[src/rtl/flash_uart_tx_buf_pkg.sv]
// ---------------------------------------------------------------------------
// flash_uart_tx_buf_pkg
//   Shared constants for the flash-to-UART transmit buffer: the UART frame
//   geometry (8 data bits, 10 bits per 8N1 frame) and the encodings of the
//   transmit FSM states. The states are plain 2-bit constants so that older
//   tools and netlists see a fixed encoding.
//   No ports (package).
// ---------------------------------------------------------------------------
package flash_uart_tx_buf_pkg;

  localparam int DATA_BITS  = 8;
  localparam int FRAME_BITS = 10;

  localparam logic [1:0] ST_IDLE  = 2'd0;
  localparam logic [1:0] ST_START = 2'd1;
  localparam logic [1:0] ST_DATA  = 2'd2;
  localparam logic [1:0] ST_STOP  = 2'd3;

endpackage

[src/rtl/flash_uart_tx_buf_sync_fifo.sv]
// ---------------------------------------------------------------------------
// sync_fifo
//   Single-clock FIFO with registered storage, an occupancy count and a full
//   flag. A push and a pop may happen in the same cycle; when the FIFO is full
//   a push is still accepted if a pop happens in that cycle.
//   Ports:
//     clk      in   1        clock, rising edge
//     rst      in   1        synchronous active-high reset, empties the FIFO
//     i_push   in   1        write request
//     i_din    in   WIDTH    write data
//     i_pop    in   1        read request (ignored while empty)
//     o_dout   out  WIDTH    head of the FIFO
//     o_full   out  1        count == DEPTH
//     o_count  out  AW+1     number of stored entries
// ---------------------------------------------------------------------------
module sync_fifo #(
  parameter  int WIDTH = 8,
  parameter  int DEPTH = 16,
  localparam int AW    = $clog2(DEPTH)
) (
  input  logic             clk,
  input  logic             rst,
  input  logic             i_push,
  input  logic [WIDTH-1:0] i_din,
  input  logic             i_pop,
  output logic [WIDTH-1:0] o_dout,
  output logic             o_full,
  output logic [AW:0]      o_count
);

  logic [WIDTH-1:0] r_mem [DEPTH];
  logic [AW-1:0]    r_wrPtr;
  logic [AW-1:0]    r_rdPtr;
  logic [AW:0]      r_count;
  logic             w_doPush;
  logic             w_doPop;

  // A pop frees a slot in the same cycle, so a full FIFO can still take a push.
  assign w_doPop  = i_pop && (r_count != '0);
  assign w_doPush = i_push && (!o_full || w_doPop);

  // Pointers are AW bits wide, so they wrap modulo DEPTH on their own.
  always_ff @(posedge clk) begin
    if (rst) begin
      r_wrPtr <= '0;
      r_rdPtr <= '0;
      r_count <= '0;
    end else begin
      if (w_doPush) r_wrPtr <= r_wrPtr + 1'b1;
      if (w_doPop)  r_rdPtr <= r_rdPtr + 1'b1;
      case ({w_doPush, w_doPop})
        2'b10:   r_count <= r_count + 1'b1;
        2'b01:   r_count <= r_count - 1'b1;
        default: r_count <= r_count;
      endcase
    end
  end

  always_ff @(posedge clk) begin
    if (w_doPush) r_mem[r_wrPtr] <= i_din;
  end

  assign o_dout  = r_mem[r_rdPtr];
  assign o_full  = (r_count == (AW+1)'(DEPTH));
  assign o_count = r_count;

endmodule

[src/rtl/flash_uart_tx_buf.sv]
// ---------------------------------------------------------------------------
// flash_uart_tx_buf
//   Takes bytes strobed out of the SPI flash reader, buffers them in a small
//   FIFO and sends them on a UART line, 8N1, LSB first. The FIFO soaks up the
//   SPI burst rate against the much slower UART rate.
//   Ports:
//     sys_clk    in   1  system clock, rising edge
//     sys_rst    in   1  synchronous active-high reset
//     pi_data    in   8  byte read from flash
//     pi_flag    in   1  one-cycle strobe, pi_data valid
//     tx         out  1  UART serial output, idle high (registered)
//     busy       out  1  frame on the line or FIFO non-empty
//     fifo_full  out  1  FIFO holds FIFO_DEPTH bytes
//     overflow   out  1  sticky: a strobe was dropped on a full FIFO
// ---------------------------------------------------------------------------
module flash_uart_tx_buf #(
  parameter int CLK_FREQ   = 50_000_000,
  parameter int UART_BPS   = 9600,
  parameter int FIFO_DEPTH = 16
) (
  input  logic       sys_clk,
  input  logic       sys_rst,
  input  logic [7:0] pi_data,
  input  logic       pi_flag,
  output logic       tx,
  output logic       busy,
  output logic       fifo_full,
  output logic       overflow
);

  import flash_uart_tx_buf_pkg::*;

  localparam int BAUD_CNT_MAX = CLK_FREQ / UART_BPS;
  localparam int FIFO_AW      = $clog2(FIFO_DEPTH);
  localparam int BAUD_W       = (BAUD_CNT_MAX > 1) ? $clog2(BAUD_CNT_MAX) : 1;
  localparam int BIT_W        = $clog2(DATA_BITS);

  localparam logic [BAUD_W-1:0] BAUD_LAST = BAUD_W'(BAUD_CNT_MAX - 1);
  localparam logic [BIT_W-1:0]  BIT_LAST  = BIT_W'(DATA_BITS - 1);

  logic [1:0]           r_state;
  logic [BAUD_W-1:0]    r_baudCnt;
  logic [BIT_W-1:0]     r_bitCnt;
  logic [DATA_BITS-1:0] r_shreg;
  logic                 r_tx;
  logic                 r_overflow;

  logic [7:0]           w_fifoDout;
  logic                 w_fifoFull;
  logic [FIFO_AW:0]     w_fifoCount;
  logic                 w_fifoEmpty;
  logic                 w_pop;

  assign w_fifoEmpty = (w_fifoCount == '0);
  assign w_pop       = (r_state == ST_IDLE) && !w_fifoEmpty;

  sync_fifo #(
    .WIDTH (8),
    .DEPTH (FIFO_DEPTH)
  ) u_fifo (
    .clk     (sys_clk),
    .rst     (sys_rst),
    .i_push  (pi_flag),
    .i_din   (pi_data),
    .i_pop   (w_pop),
    .o_dout  (w_fifoDout),
    .o_full  (w_fifoFull),
    .o_count (w_fifoCount)
  );

  // tx is registered from the current state, so the line lags the FSM by one
  // clock; every bit still lasts exactly BAUD_CNT_MAX clocks.
  always_ff @(posedge sys_clk) begin
    if (sys_rst) begin
      r_state   <= ST_IDLE;
      r_baudCnt <= '0;
      r_bitCnt  <= '0;
      r_shreg   <= '0;
      r_tx      <= 1'b1;
    end else begin
      case (r_state)
        ST_IDLE: begin
          r_tx      <= 1'b1;
          r_baudCnt <= '0;
          if (!w_fifoEmpty) begin
            r_shreg <= w_fifoDout;
            r_state <= ST_START;
          end
        end
        ST_START: begin
          r_tx <= 1'b0;
          if (r_baudCnt == BAUD_LAST) begin
            r_baudCnt <= '0;
            r_bitCnt  <= '0;
            r_state   <= ST_DATA;
          end else begin
            r_baudCnt <= r_baudCnt + 1'b1;
          end
        end
        ST_DATA: begin
          r_tx <= r_shreg[0];
          if (r_baudCnt == BAUD_LAST) begin
            r_baudCnt <= '0;
            r_shreg   <= r_shreg >> 1;
            if (r_bitCnt == BIT_LAST) begin
              r_state <= ST_STOP;
            end else begin
              r_bitCnt <= r_bitCnt + 1'b1;
            end
          end else begin
            r_baudCnt <= r_baudCnt + 1'b1;
          end
        end
        ST_STOP: begin
          r_tx <= 1'b1;
          if (r_baudCnt == BAUD_LAST) begin
            r_baudCnt <= '0;
            r_state   <= ST_IDLE;
          end else begin
            r_baudCnt <= r_baudCnt + 1'b1;
          end
        end
        default: begin
          r_tx      <= 1'b1;
          r_baudCnt <= '0;
          r_state   <= ST_IDLE;
        end
      endcase
    end
  end

  // A strobe is only lost when the FIFO is full and nothing leaves it that cycle.
  always_ff @(posedge sys_clk) begin
    if (sys_rst) begin
      r_overflow <= 1'b0;
    end else if (pi_flag && w_fifoFull && !w_pop) begin
      r_overflow <= 1'b1;
    end
  end

  assign tx        = r_tx;
  assign busy      = (r_state != ST_IDLE) || !w_fifoEmpty;
  assign fifo_full = w_fifoFull;
  assign overflow  = r_overflow;

endmodule

[config.mk]
export PLATFORM = sky130hd
export DESIGN_NAME = flash_uart_tx_buf
export DESIGN_NICKNAME = d
export VERILOG_FILES = /design/src/rtl/flash_uart_tx_buf_pkg.sv /design/src/rtl/flash_uart_tx_buf_sync_fifo.sv /design/src/rtl/flash_uart_tx_buf.sv
export SDC_FILE = /design/constraint.sdc
export NUM_CORES = 1
export LEC_CHECK = 0
export CAP_MARGIN = 30
export CORE_UTILIZATION = 40
export CTS_CLUSTER_SIZE = 30
export DETAILED_ROUTE_END_ITERATION = 10
export GPL_TIMING_DRIVEN = 0
export REMOVE_ABC_BUFFERS = 1
export SLEW_MARGIN = 20
export SYNTH_ARGS = -nofsm -noshare
export SYNTH_HDL_FRONTEND = slang
export SYNTH_HIERARCHICAL = 1
export SYNTH_SLANG_ARGS = --single-unit
[constraint.sdc]
create_clock -name sys_clk -period 3.9 [get_ports sys_clk]
set_input_delay 0.39 -clock sys_clk [delete_from_list [all_inputs] [get_ports sys_clk]]
set_output_delay 0.39 -clock sys_clk [all_outputs]
set_load 0.01 [all_outputs]
== Yosys cells after proc, flatten, opt, wreduce, memory -nomap -nowiden ==
Memories as Yosys holds them, arrays and structs flattened. A register that Yosys moved wholly into a read port is not among the register bits.
Cells that the tools add are included.

* Input port bits: 11
* Output and inout port bits: 4
* Memories kept: 1
* Register bits after elaboration: 41
* Word-level logic and storage cells: 73
* Memory bits (writable): 128

* Mux-type cells: 21
* Reduce and logical (&&, ||, !) cells: 22
* $add $sub $neg: 6
* Equality and inequality tests: 14

{| class="wikitable"
|+ Memories
! name !! words !! width !! read ports !! clocked after Yosys merged registers in !! wr ports !! line !! text
|-
| u_fifo.r_mem || 16 || 8 || 1 || 1 || 1 || flash_uart_tx_buf_sync_fifo.sv:31 || <nowiki>logic [WIDTH-1:0] r_mem [DEPTH];</nowiki>
|}

{| class="wikitable"
|+ Operator list
! operator !! number
|-
| 13-bit one-hot mux with 2 select lines || 1
|-
| 8-bit 2-to-1 mux || 2
|-
| 8-bit one-hot mux with 2 select lines || 1
|-
| 13-bit by 1-bit adder with 13-bit output, second input constant || 1
|-
| 13-bit == test, second input constant || 1
|-
| 13-bit 2-to-1 mux || 1
|-
| 2-bit != test, second input constant || 6
|-
| 2-bit 2-to-1 mux || 5
|-
| 5-bit one-hot mux with 2 select lines || 1
|-
| 3-bit 2-to-1 mux || 3
|-
| 4-bit by 1-bit adder with 4-bit output, second input constant || 2
|-
| 4-bit 2-to-1 mux || 2
|-
| 2-bit one-hot mux with 4 select lines || 1
|-
| 2-bit nonzero test || 4
|-
| 2-bit == test, second input constant || 3
|-
| 3-bit one-hot mux with 2 select lines || 1
|-
| 5-bit by 1-bit adder with 5-bit output, second input constant || 1
|-
| 5-bit == test, second input constant || 1
|-
| 1-bit logical AND || 5
|-
| 5-bit zero test || 1
|-
| 5-bit AND reduction || 1
|-
| 5-bit nonzero test || 1
|-
| 5-bit by 1-bit subtractor with 5-bit output, second input constant || 1
|-
| 2-bit by 1-bit == test with 1-bit output, second input constant || 2
|-
| other kinds (11) || 15
|}

== Longest topological paths before layout ==
Gate-level depths: netlist of run 1.

* Word-level depth: 8
* Depth in mapped cells: 11

== Modules after synthesis ==
Netlist of run 1, hierarchy kept.

{| class="wikitable"
|+ Modules (own cells, without submodules)
! module !! seq. area each (um^2) !! instances !! cells each !! area an instance (um^2)
|-
| sync_fifo || 4184.0 || 1 || 319 || 5833.1
|-
| flash_uart_tx_buf || 560.5 || 1 || 165 || 1468.9
|}

== Worst setup path before layout of run 1 ==
No wires, ideal clock.

* Kind: register -> register
* Start: reg r_state[0]
* End: reg u_fifo.r_count[4] (netlist: u_fifo/o_count[4])
* Cell stages (with the launch flop): 12
* Data required time: 3826 ps
* Setup slack: 1092 ps
* Library setup time: 74 ps
* Period minus slack after synthesis: 2808 ps
* Arrival: 2734 ps
* Cell sequence: dfxtp_1 inv_1 ha_1 a21boi_0 nor2b_1 o21ai_4 inv_2 ha_1 a21o_1 a2111oi_0 o21ai_0 a31oi_1

* Cells in the longest elaborated chain, start to end: 7
* Elaborated cells between the ends (all ways): 9
* Classes of those cells: eq/ne: 2; mux: 1; reduce/logical: 6

{| class="wikitable"
|+ Ends and longest elaborated chain
! item !! line !! text
|-
| start: declaration || flash_uart_tx_buf.sv:41 || <nowiki>logic [1:0] r_state;</nowiki>
|-
| start signal: assignment || flash_uart_tx_buf.sv:75 || <nowiki>r_state <= ST_IDLE;</nowiki>
|-
| start signal: assignment || flash_uart_tx_buf.sv:87 || <nowiki>r_state <= ST_START;</nowiki>
|-
| start signal: assignment || flash_uart_tx_buf.sv:95 || <nowiki>r_state <= ST_DATA;</nowiki>
|-
| 2-bit zero test (*) || flash_uart_tx_buf.sv:55 || <nowiki>assign w_pop = (r_state == ST_IDLE) && !w_fifoEmpty;</nowiki>
|-
| 1-bit logical AND (*) || flash_uart_tx_buf.sv:55 ||
|-
| net w_pop || flash_uart_tx_buf.sv:52 || <nowiki>logic w_pop;</nowiki>
|-
| 1-bit logical AND (*) || flash_uart_tx_buf_sync_fifo.sv:39 || <nowiki>assign w_doPop = i_pop && (r_count != '0);</nowiki>
|-
| 1-bit logical OR || flash_uart_tx_buf_sync_fifo.sv:40 || <nowiki>assign w_doPush = i_push && (!o_full || w_doPop);</nowiki>
|-
| 1-bit logical AND || flash_uart_tx_buf_sync_fifo.sv:40 ||
|-
| 2-bit by 1-bit == test with 1-bit output / 2-bit == test (equally long branches) || flash_uart_tx_buf_sync_fifo.sv:51 || <nowiki>case ({w_doPush, w_doPop})</nowiki>
|-
| 5-bit one-hot mux with 2 select lines / 2-bit nonzero test (equally long branches) || n/a ||
|-
| end signal: assignment || flash_uart_tx_buf_sync_fifo.sv:52 || <nowiki>2'b10: r_count <= r_count + 1'b1;</nowiki>
|-
| end signal: assignment || flash_uart_tx_buf_sync_fifo.sv:53 || <nowiki>2'b01: r_count <= r_count - 1'b1;</nowiki>
|-
| end signal: assignment || flash_uart_tx_buf_sync_fifo.sv:54 || <nowiki>default: r_count <= r_count;</nowiki>
|-
| end: declaration || flash_uart_tx_buf_sync_fifo.sv:34 || <nowiki>logic [AW:0] r_count;</nowiki>
|}

Mark *: on every way through the listed nets, which the timed path passes. The rest lies on a longest branch.
A chain may end at the register's enable or synchronous reset.

== Worst setup path after layout of run 1 ==
Ends and elaborated chain as after synthesis.

==> out/qor.csv, run 1 <==
metric;value;unit
status;finished, final reports clean;
numCtsBuffers;17;
vias_per_cell;5.49;
holdCritPathClass;flip-flop to flip-flop;
design_area;8300;µm²
clk_latency;430;ps
finalCritPeriodShare;0.874;
antenna_cells;0;
cts_tree;built;
tns;0;ps
reg2reg_slack;490;ps
path_class;flip-flop to flip-flop;
grt_pass1_vias;3980;
syn_inst;484;
final_antenna_net_count;0;
portBuffers;14;
rsz0062_at_grt;false;
power_density;611;nW/µm²
yosysWarningCount;6;
synth_edf_count;128;
clk_pin_slew;70;ps
die_w;137;µm
drc_errors;0;
end_kind;flip-flop;
drt_iter0_markers;287;
synth_seq_cells;173;
cts_max_level;4;
hold_buffers;0;
area_delta_synth_final;13.7;%
arrival;3760;ps
skew;11.4;ps
async_flop_share;0;
max_slew_margin;0.401;
row_count;49;
grt_usage;0.165;
cpMostUsedCell;ha_1;
drive_above_1_share;0.171;
ys.flop_type;edfxtp_1;
crit_chain;inv_1 -> ha_1 -> a21boi_0 -> nor2b_1 -> o21ai_4 -> inv_2 -> ha_1 -> a21o_1 -> a2111oi_0 -> o21ai_0 -> a31oi_1;
post_cts_buffers;0;
seq_area_frac_synth;0.650;
final_nets;528;
gp_routability_congestion;0.718;
cp.required;4250;ps
cpPeakStageDelay;750;ps
drv_slew;0;
floorplan.io_pins;15;
wl;14200;µm
gr-total-overflow;0;
root_buffer;clkbuf_16;
grt_first_pass_wirelength;22200;µm
clock.fmax;293;MHz
post-route-min-period;3410;ps
grt_max_degree;33;
cts_max_path_buffers;2;
avgSynthCellArea;15.1;µm²
maxCapViolations;0;
placement.cell_area;7730;µm²
cts_sinks;173;
start_kind;flip-flop;
leakagePower;2.74;nW
ir_drop;0.319;mV
tightest_slew;891;ps
fp.dieH;137;µm
fillerInstances;1556;
fp.coreArea;17900;µm²
cp_max_fo;9;
antenna_found_initial;0;
hold_viol_final;0;
routedWlPerCell;19.1;µm
drt_pass1_iterations;4;
cts.repair.resized;0;
syn_area;7300;µm²
vias;4078;
ys_types;58;
initial_utilization;0.408;
dp_hpwl;9270;µm
dieArea;18800;µm²
setup_viol_count_final;0;
cpMaxStageDelayCell;a21boi_0;
final timing paths:
path / from / end / cells after the start
min: r_baudCnt[0]$_SDFF_PP0_ / r_baudCnt[0]$_SDFF_PP0_ / 1
max reg2reg: r_state[0]$_SDFFE_PP0P_ / u_fifo/o_count[4]$_SDFFE_PP0P_ / 11
max: r_state[0]$_SDFFE_PP0P_ / u_fifo/o_count[4]$_SDFFE_PP0P_ / 11
min reg2reg: r_baudCnt[0]$_SDFF_PP0_ / r_baudCnt[0]$_SDFF_PP0_ / 1
cell families (layout without fill, tap and decap cells):
| kind of cell | after synthesis | in the layout | synth area share |
|---|---|---|---|
| DFF | 173 | 173 | 0.650 |
| and+or+nand+nor | 136 | 136 | 0.103 |
| AOI/OAI and AO/OA | 62 | 62 | 0.0617 |
| muxes | 44 | 44 | 0.115 |
| buffers and inverters | 35 | 65 | 0.0199 |
| xor gates and xnor gates | 18 | 18 | 0.0216 |
| adders and majority gates | 16 | 16 | 0.0284 |
sequential cells by signal, summed over array words and instances (netlist names), named ones only:
name and flops:
u_fifo/r_wrPtr 4, u_fifo/o_count 5, u_fifo/r_mem 128, r_bitCnt 3, overflow 1, tx 1, u_fifo/r_rdPtr 4, r_state 2
r_baudCnt 13, r_shreg 8
cells in the mapped netlist, types with 5 or more instances:
| cell type | n | area, µm² |
|---|---|---|
| mux4_2 | 32 | 721 |
| xor2_1 | 15 | 131 |
| a31oi_1 | 8 | 50.1 |
| a22oi_1 | 16 | 120 |
| and3_1 | 5 | 31.3 |
| nor4_1 | 6 | 37.5 |
| nand4_1 | 8 | 50.1 |
| buf_2 | 5 | 25.0 |
| edfxtp_1 | 128 | 3840 |
| nor2b_1 | 6 | 37.5 |
| o21ai_0 | 7 | 35.0 |
| a21oi_1 | 10 | 50.1 |
| ha_1 | 15 | 188 |
| inv_1 | 11 | 41.3 |
| and2_1 | 18 | 113 |
| nor3_1 | 6 | 30.0 |
| nand2_1 | 20 | 75.1 |
| nand3_1 | 14 | 70.1 |
| mux2i_1 | 11 | 110 |
| clkbuf_1 | 12 | 45.0 |
| dfxtp_1 | 45 | 901 |
| nor2_1 | 32 | 120 |
layout by cell type, fill, tap and decap left out, types with 8 or more instances in the layout:
cell type        Yosys  routed
edfxtp_1           128     128
a22oi_1             16      16
and2_1              18      18
nor2_1              32      32
nand3_1             14      14
inv_1               11      11
clkbuf_16            0      17
nand4_1              8       8
a31oi_1              8       8
xor2_1              15      15
a21oi_1             10      10
clkdlybuf4s50_1      0      14
ha_1                15      15
dfxtp_1             45      43
nand2_1             20      20
mux4_2              32      32
mux2i_1             11      11
final cells by class:
| cell class | instances | area, µm² | area share |
|---|---|---|---|
| Multi-Input combinational cell | 276 | 2440 | 0.294 |
| Tap cell | 229 | 287 | 0.0345 |
| Timing Repair Buffer | 20 | 208 | 0.0250 |
| Sequential cell | 173 | 4750 | 0.572 |
| Clock inverter | 15 | 149 | 0.0179 |
| Clock buffer | 17 | 425 | 0.0512 |
| Inverter | 13 | 48.8 | 0.00588 |
power breakdown:
part | internal (mW) | leakage, nW | total (mW) | switching [mW]
clock | 0.904 | 0.286 | 1.66 | 0.756
combinational | 0.528 | 0.932 | 1.18 | 0.648
sequential | 2.09 | 1.52 | 2.24 | 0.150
critical path: cells and delay by family (launching register included):
family,cells,cell delay [ps]
compound gates,6,1800
fa+ha+maj,2,580
buf+inv,2,280
flops,1,330
simple gates,1,350
per-layer routing:
layer	up-vias	part of all wire	global-route usage
met2	69	0.49	0.269
met3	14	0.036	0.0400
li1	1916	-	-
met1	2079	0.46	0.217
met5	-	0	0
met4	0	0.014	0.0556
through the flow:
| step | std cells | setup WS [ps] | hold slack [ps] | power [mW] | utilization |
|---|---|---|---|---|---|
| after detailed placement | 711 | 528 | 436 | 3.47 | 0.432 |
| after CTS | 743 | 506 | 445 | 5.13 | 0.464 |
| after global routing | 743 | 179 | 457 | 5.32 | 0.464 |
| after floorplan | 462 | 1090 | 413 | 3.11 | - |
| after global placement | 705 | 149 | 423 | 3.42 | 0.426 |
| final | 743 | 490 | 451 | 5.08 | 0.464 |
No activity file was read; power rests on OpenSTA's default activity.
==> run 2: changes to the inputs <==
CTS_CLUSTER_DIAMETER = 60   (was unset)
clock period = 3.86 ns   (was 3.9 ns; I/O delays follow)
==> results of run 2 <==
Same layout as run 1 (identical final DEF). Status: finished, final reports clean.
Main changes from that run: setup slack after placement 528 ps -> 488 ps; setup slack after layout 490 ps -> 450 ps; register-to-register setup slack 490 ps -> 450 ps; total power 5.08 mW -> 5.13 mW; worst IR drop on VDD 0.319 mV -> 0.322 mV
==> run 3: changes to the inputs <==
ABC_CLOCK_PERIOD_IN_PS = 3860   (was unset)
==> results of run 3 <==
Same layout as run 1 (identical final DEF). Status: finished, final reports clean.
Main changes from that run: setup slack after placement 528 ps -> 488 ps; setup slack after layout 490 ps -> 450 ps; register-to-register setup slack 490 ps -> 450 ps; total power 5.08 mW -> 5.13 mW; worst IR drop on VDD 0.319 mV -> 0.322 mV
